## config.mk

```make
export PLATFORM = sky130hd
export DESIGN_NAME = afifo_wr_arbiter
export DESIGN_NICKNAME = d
export VERILOG_FILES = /design/src/rtl/afifo_wr_arbiter.sv
export SDC_FILE = /design/constraint.sdc
export NUM_CORES = 1
export LEC_CHECK = 0
export ABC_AREA = 1
export BUFFER_PORTS_ARGS = -buffer_cell sky130_fd_sc_hd__buf_2
export CORE_AREA = 3 3 148 150
export DETAILED_ROUTE_END_ITERATION = 10
export DIE_AREA = 0 0 151 153
export PLACE_DENSITY = 0.44
export SLEW_MARGIN = 25
export SYNTH_ARGS = -nofsm -noshare
export SYNTH_HDL_FRONTEND = slang
export SYNTH_SLANG_ARGS = --single-unit
export TNS_END_PERCENT = 10
```

## constraint.sdc

```tcl
create_clock -name wr_clk -period 3.8 [get_ports wr_clk]
set_input_delay 0.19 -clock wr_clk [delete_from_list [all_inputs] [get_ports wr_clk]]
set_output_delay 0.19 -clock wr_clk [all_outputs]
set_load 0.005 [all_outputs]
```

## src/rtl/afifo_wr_arbiter.sv

```systemverilog
// Burst-granular round-robin arbiter for the shared async-FIFO write port (write-clock domain only).
// Define CONVKING_ARB_REQ0_PRIO_EN to give requester 0 absolute priority over the round-robin.
module afifo_wr_arbiter #(
  parameter int  NUM_REQ = 4,
  parameter int  DATA_W  = 64,
  parameter int  LEN_W   = 8,
  localparam int ID_W    = $clog2(NUM_REQ)
) (
  input  logic                      wr_clk,
  input  logic                      wr_rst,
  input  logic [NUM_REQ-1:0]        req_valid,
  input  logic [NUM_REQ*LEN_W-1:0]  req_len,
  output logic [NUM_REQ-1:0]        req_grant,
  output logic [ID_W-1:0]           grant_id,
  input  logic [NUM_REQ*DATA_W-1:0] src_data,
  input  logic [NUM_REQ-1:0]        src_vld,
  output logic [NUM_REQ-1:0]        src_rdy,
  output logic                      fifo_wr_en,
  output logic [DATA_W-1:0]         fifo_wr_data,
  input  logic                      fifo_wr_vld,
  output logic [NUM_REQ-1:0]        burst_done,
  output logic                      busy,
  output logic                      dbg_state,
  output logic [ID_W-1:0]           dbg_rr_ptr
);

  // Handshakes: a beat moves on src_vld[g] & src_rdy[g], which is the same cycle as
  // fifo_wr_en & fifo_wr_vld; neither side may make its valid depend on the other's ready.

  typedef enum logic {IDLE, BURST} state_t;

  state_t              state, state_nxt;
  logic [ID_W-1:0]     rr_ptr, rr_ptr_nxt;
  logic [ID_W-1:0]     gid, gid_nxt;
  logic [NUM_REQ-1:0]  grant, grant_nxt;
  logic [NUM_REQ-1:0]  done, done_nxt;
  logic [LEN_W-1:0]    beat_cnt, beat_cnt_nxt;
  logic                prio_win, prio_win_nxt;

  logic                found;
  logic                win_prio;
  logic [ID_W-1:0]     winner;
  logic [ID_W:0]       sum;
  logic [ID_W-1:0]     cand;
  logic                accept;

  // Upward search from rr_ptr; sum stays below 2*NUM_REQ so one subtraction wraps it.
  always_comb begin
    found    = 1'b0;
    winner   = '0;
    win_prio = 1'b0;
    sum      = '0;
    cand     = '0;
    for (int k = 0; k < NUM_REQ; k++) begin
      sum = {1'b0, rr_ptr} + (ID_W+1)'(k);
      if (sum >= (ID_W+1)'(NUM_REQ)) begin
        sum = sum - (ID_W+1)'(NUM_REQ);
      end
      cand = sum[ID_W-1:0];
      if (!found && req_valid[cand]) begin
        found  = 1'b1;
        winner = cand;
      end
    end
`ifdef CONVKING_ARB_REQ0_PRIO_EN
    if (req_valid[0]) begin
      found    = 1'b1;
      winner   = '0;
      win_prio = 1'b1;
    end
`endif
  end

  assign accept = (state == BURST) && src_vld[gid] && fifo_wr_vld;

  always_comb begin
    state_nxt    = state;
    rr_ptr_nxt   = rr_ptr;
    gid_nxt      = gid;
    grant_nxt    = grant;
    beat_cnt_nxt = beat_cnt;
    prio_win_nxt = prio_win;
    done_nxt     = '0;
    case (state)
      IDLE: begin
        if (found) begin
          grant_nxt         = '0;
          grant_nxt[winner] = 1'b1;
          gid_nxt           = winner;
          beat_cnt_nxt      = req_len[winner*LEN_W +: LEN_W];
          prio_win_nxt      = win_prio;
          state_nxt         = BURST;
        end
      end
      BURST: begin
        if (accept) begin
          if (beat_cnt == '0) begin
            grant_nxt     = '0;
            done_nxt[gid] = 1'b1;
            // A priority win by requester 0 must not disturb the others' rotation.
            if (!prio_win) begin
              rr_ptr_nxt = (gid == ID_W'(NUM_REQ-1)) ? '0 : gid + 1'b1;
            end
            state_nxt = IDLE;
          end else begin
            beat_cnt_nxt = beat_cnt - 1'b1;
          end
        end
      end
      default: state_nxt = IDLE;
    endcase
  end

  always_ff @(posedge wr_clk) begin
    if (wr_rst) begin
      state    <= IDLE;
      rr_ptr   <= '0;
      gid      <= '0;
      grant    <= '0;
      done     <= '0;
      beat_cnt <= '0;
      prio_win <= 1'b0;
    end else begin
      state    <= state_nxt;
      rr_ptr   <= rr_ptr_nxt;
      gid      <= gid_nxt;
      grant    <= grant_nxt;
      done     <= done_nxt;
      beat_cnt <= beat_cnt_nxt;
      prio_win <= prio_win_nxt;
    end
  end

  // Zero-latency data path: pure mux from the granted source.
  always_comb begin
    fifo_wr_en   = 1'b0;
    fifo_wr_data = '0;
    src_rdy      = '0;
    if (state == BURST) begin
      fifo_wr_en   = src_vld[gid];
      fifo_wr_data = src_data[gid*DATA_W +: DATA_W];
      src_rdy[gid] = fifo_wr_vld;
    end
  end

  assign req_grant  = grant;
  assign grant_id   = gid;
  assign burst_done = done;
  assign busy       = (state == BURST);
  assign dbg_state  = (state == BURST);
  assign dbg_rr_ptr = rr_ptr;

  a_grant_onehot0: assert property (@(posedge wr_clk) disable iff (wr_rst) $onehot0(req_grant));
  a_busy_grant:    assert property (@(posedge wr_clk) disable iff (wr_rst) busy == (|req_grant));
  a_rdy_in_grant:  assert property (@(posedge wr_clk) disable iff (wr_rst) (src_rdy & ~req_grant) == '0);
  a_en_busy:       assert property (@(posedge wr_clk) disable iff (wr_rst) fifo_wr_en |-> busy);

endmodule

```

; ---- Word-level counts from Yosys, hierarchy flattened
; Index checks and enable logic that the tools add are counted.
[totals]
in_bits = 299
ff_bits = 21
elab_cells = 96
out_inout_bits = 83
[op_classes]
bitwise = 4
eq_ne = 5
n_lt_le_gt_ge = 12
n_shift = 2
addsub = 9
n_reduce_logical = 16
mux = 42
[ops]
columns = cell, count
row1 = variable part select 256 x 9 -> 64 bit, 1
row2 = 2-to-1 mux 64 bit, 1
row3 = variable part select 32 x 6 -> 8 bit, 1
row4 = 2-to-1 mux 8 bit, 3
row5 = "less-than comparator 2 x 3 -> 1 bit, second input constant", 6
row6 = 2-to-1 mux 2 bit, 9
row7 = 2-to-1 mux 4 bit, 4
row8 = case mux 8 bit (2 select lines), 1
row9 = 2-to-1 mux 1 bit, 15
row10 = binary-select mux 1 bit (select 2 bit), 5
row11 = "greater-or-equal comparator 3 bit, second input constant", 3
row12 = AND reduction 3 bit, 3
row13 = logical NOT 8 bit, 1
row14 = case mux 4 bit (2 select lines), 1
row15 = "subtractor 2 x 1 -> 2 bit, second input constant", 4
row16 = "subtractor 8 x 1 -> 8 bit, second input constant", 1
row17 = logical AND 1 bit, 7
row18 = "adder 2 x 2 -> 3 bit, second input constant", 2
row19 = bitwise AND 4 bit, 1
row20 = demux 1 bit (select 2 bit), 2
row21 = "greater-or-equal comparator 2 x 1 -> 1 bit, second input constant", 2
row22 = "!= test 2 x 1 -> 1 bit, second input constant", 2
row23 = "!= test 2 bit, second input constant", 2
row24 = OR reduction 4 bit, 1
row25 = 8 further kinds, 12

; ---- Depth between registers and ports, before layout
[depth]
ltp_word = 20
mapped_depth = 18
mapped_depth_nobuf = 16

; ---- Worst setup path after synthesis
; OpenSTA, ideal clock, no wires.
[synth_path]
kind = register to output
start = register gid[0], in the netlist grant_id[0]
end = output port src_rdy[0]
setup_slack_ns = 2.009
path_stages_with_launch = 9
arrival_ns = 1.601
required_ns = 3.610
n_path_buf = 4
cell_sequence = dfxtp_1 -> clkbuf_1 -> inv_1 -> buf_2 -> clkbuf_1 -> clkbuf_1 -> ha_1 -> inv_1 -> nor2_1
[synth_between]
elab_chain_cells = 6
elab_cells_between_ends = 7
cone_classes = order compare: 2 / mux: 3 / bitwise: 1 / reduce/logical: 1
[synth_rtl]
columns = element, line
row1 = start: declaration, 34  ; logic [ID_W-1:0] gid, gid_nxt;
row2 = start signal: assignment, 126  ; gid <= gid_nxt;
row3 = less-than comparator 2 x 3 -> 1 bit (not written as such) or greater-or-equal comparator 2 x 1 -> 1 bit (tied branches), 142  ; src_rdy[gid] = fifo_wr_vld;
row4 = logical AND 1 bit (not written as such), 142
row5 = 2-to-1 mux 1 bit (not written as such), 142
row6 = demux 1 bit (select 2 bit) (*), 142
row7 = bitwise AND 4 bit (no source line) (*), n/a
row8 = 2-to-1 mux 4 bit (*), 139  ; if (state == BURST) begin
row9 = end: declaration, 17  ; output logic [NUM_REQ-1:0] src_rdy,
; Every way passes the cells marked *; elsewhere a longest branch is shown, timed or not.

; ---- Final worst setup path
[layout_path]
start = register gid[0], in the netlist grant_id[0]
end = output port fifo_wr_data[47]
[layout_between]
elab_chain_cells = 2
[layout_rtl]
columns = element, line
row1 = variable part select 256 x 9 -> 64 bit, 141  ; fifo_wr_data = src_data[gid*DATA_W +: DATA_W];
row2 = 2-to-1 mux 64 bit, 139
row3 = end: declaration, 19  ; output logic [DATA_W-1:0] fifo_wr_data,
; Every way passes these cells.

==> metrics.md <==
| Metric | Value |
|---|---|
| Crit path DAT | `2.61 ns` |
| Clk pin slew, worst setup/hold paths | `roughly 0.060 ns` |
| Cell Int Power | `between 0.8 and 0.9 mW` |
| WHS Endpoint | `beat_cnt[2]` |
| Total grt overflow | `0` |
| Unrepaired setup endpoints after global routing | `false` |
| Slew Limit Headroom | `0.438` |
| Largest fanout on the critical path | `73` |
| DR pass1 iterations | `5` |
| Seq pwr share | `0.168` |
| Total global-route track usage | `0.171` |
| Placed inst area | `roughly 6000 um2` |
| Final Instance Area | `6060 um2` |
| DIE WIDTH | `151 um` |
| Flops & latches, synth | `21` |
| Final setup fails | `0` |
| Most frequent cells in the layout | `381 x buf_2, 280 x nor2_1, 141 x o21ai_0, 89 x nand2_1, 78 x a21oi_1` |
| Synth Area in Compound Gates | `0.305` |
| Placed cells | `1386` |
| Port Buffers | `381` |
| WL per Instance | `15.5 um` |
| Period utilization | `0.738` |
| Post-CTS Setup Bufs | `0` |
| Most used DFF post-synth | `dfxtp_1` |
| Commonest non-fill, non-tap cell in the layout | `buf_2` |
| Achievable frequency | `around 0.36 GHz` |
| Share of power burned in combinational logic | `0.690` |
| Critical path type | `register to output port` |
| Mux contribution to synthesized area | `0` |
| Worst-skew pair later-pin latency | `0.26 ns` |
| DP HPWL | `17100 um` |
| R2r endpoint | `beat_cnt[5]` |
| # clock sinks | `21` |
| Setup slack, reg-to-reg | `1.38 ns` |
| Fin cells | `1395` |
| Synth Area in Adders | `0.0192` |
| Synth warn | `0` |
| DR vias/cell | `~4.5` |
| Clock network power share | `0.142` |
| Yosys cell types | `37` |
| Asr flop ratio synth | `0` |
| Final Hold Viols | `0` |
| Critical Path RT | `3.61 ns` |
| Clock tree buffer depth | `2` |
| Starting Density | `0.188` |
| Register area share after synthesis | `0.108` |
| Minimum clock period | `2.80 ns` |
| Smallest hold slack | `0.280 ns` |
| Util after Layout | `0.291` |
| Number of cells on the worst reg-to-reg path | `11` |
| First-pass GRT wire length | `roughly 32000 um` |
| Worst slew pin tran | `0.843 ns` |
| Total power | `1.60 mW` |
| Synthesized area | `a little under 4000 um2` |
| Switching share of power | `0.479` |
| Die area | `23100 um2` |
| Site Rows | `53` |
| Placer Congestion | `0.906` |
| Mean Syn Cell Area | `4.99 um2` |
| Post-synthesis xor/xnor area fraction | `0.00897` |
| Pwr Density | `264 nW/um2` |
| Antenna viol nets, final | `0` |
| Post-CTS Resized | `0` |
| Worst hold path depth | `2` |
| Max cap viols | `0` |
| Simple-Gate Fraction of Synth Area | `0.460` |
| LEAKAGE | `3.23 nW` |
| CTS tree | `built` |
| Total negative slack | `0 ns` |
| CTS buffer count | `3` |
| Vias in the first global route | `5891` |
| Layout cell share with drive strength beyond 1 | `0.395` |
| Crit path capture type | `output port` |
| Main combinational cell family by area after synthesis | `simple AND/OR/NAND/NOR gates` |
| Clk root buf | `clkbuf_16` |
| Final worst slack | `0.996 ns` |
| Hold Startpoint | `wr_rst` |
| Area grow syn2layout | `55.2%` |
| Final layout net count | `1421` |
| Syn Nets | `1087` |
| Largest net degree at the start of global routing | `81` |
| Residual DRC | `0` |
| CP Launch Type | `register` |
| Die Y | `153 um` |
| Worst vdd ir | `0.000136 V` |
| Initial DRC count | `346` |
| Filler instances | `2502` |
| Sw Pwr | `0.765 mW` |
| Drt total wl | `21600 um` |
| Post-synth EDFFs | `0` |
| Vias | `6222` |
| H-tree Lvls | `1` |
| Core area | `20800 um2` |
| Initial antenna violation count | `9` |
| Worst Hold Class | `input port to register` |
| DP Worst Slack | `1.21 ns` |
| Layout Skew | `0.00390 ns` |
| # hold bufs at CTS | `0` |
| IO Pins | `approximately 380` |
| FF-to-FF Start | `grant_id[1]` |
| Outcome | `finished clean` |
| Syn Inst Count | `782` |
| Fin. max-slew vios | `0` |
## cell type report
cell class | count | area [um2] | share of cell area
multi-input combinational | 672 | 3100 | 0.511
antenna | 5 | 12.5 | 0.00206
tap | 275 | 344 | 0.0568
clock buffer | 4 | 78.8 | 0.0130
timing repair buffer | 387 | 1980 | 0.326
inverter | 31 | 125 | 0.0206
sequential | 21 | 425 | 0.0702
## flip-flops by register name (all words and copies together) (netlist names)
| signal | flops |
|---|---|
| grant_id | 2 |
| beat_cnt | 8 |
| req_grant | 4 |
| busy | 1 |
| dbg_rr_ptr | 2 |
| burst_done | 4 |
## cell families (layout without fill, tap and decap cells)
family | after synthesis | after routing
buffers and inverters | 89 | 422
AO/OA/AOI/OAI | 232 | 232
other | 0 | 5
XOR/XNOR | 4 | 4
AND/OR/NAND/NOR | 430 | 430
adder cells (fa/ha/maj) | 6 | 6
flip-flops | 21 | 21
## Yosys cell counts (5+ instances only)
cell / count / area, um2
o21ai_0: 141 / 706
nand3_1: 21 / 105
ha_1: 6 / 75.1
nor2_1: 280 / 1050
nand3_2: 5 / 50.1
dfxtp_1: 21 / 420
a21oi_1: 78 / 390
nand2_1: 89 / 334
buf_1: 8 / 30.0
nand2_2: 22 / 138
clkbuf_1: 41 / 154
inv_1: 25 / 93.8
## worst max path at each step
| stage | endpoint | start |
|---|---|---|
| floorplan | src_rdy[0] | grant_id[0] |
| global placement | fifo_wr_data[48] | grant_id[0] |
| detailed placement | fifo_wr_data[47] | grant_id[0] |
| CTS | fifo_wr_data[47] | grant_id[0] |
| global route | fifo_wr_data[47] | grant_id[0] |
| finish | fifo_wr_data[47] | grant_id[0] |
## power groups by stage
| stage | Combinational, mW | Clock [mW] | Sequential [mW] |
|---|---|---|---|
| after floorplan | 0.690 | 0 | 0.268 |
| after global placement | 1.12 | 0 | 0.273 |
| after detailed placement | 1.12 | 0 | 0.273 |
| after CTS | 1.12 | 0.234 | 0.269 |
| after global routing | 1.26 | 0.244 | 0.273 |
| final | 1.10 | 0.227 | 0.269 |
## per-layer routing
metal	global-route usage	wire (um)	part of all wire	vias to the layer above
met2	0.303	10900	0.51	249
met3	0.0406	1610	0.075	29
met4	0.0415	379	0.018	6
met5	0	30	0.0014	-
met1	0.207	8680	0.40	2724
li1	-	-	-	3214
## worst max-delay path, stage by stage, from the launching register on
cell	delay, ns
dfxtp_4	0.34
buf_4	0.51
buf_4	0.71
nor2_1	0.13
nor2_1	0.12
o21ai_0	0.10
a21oi_1	0.25
buf_2	0.15
Power figures use the tool's default switching activity.
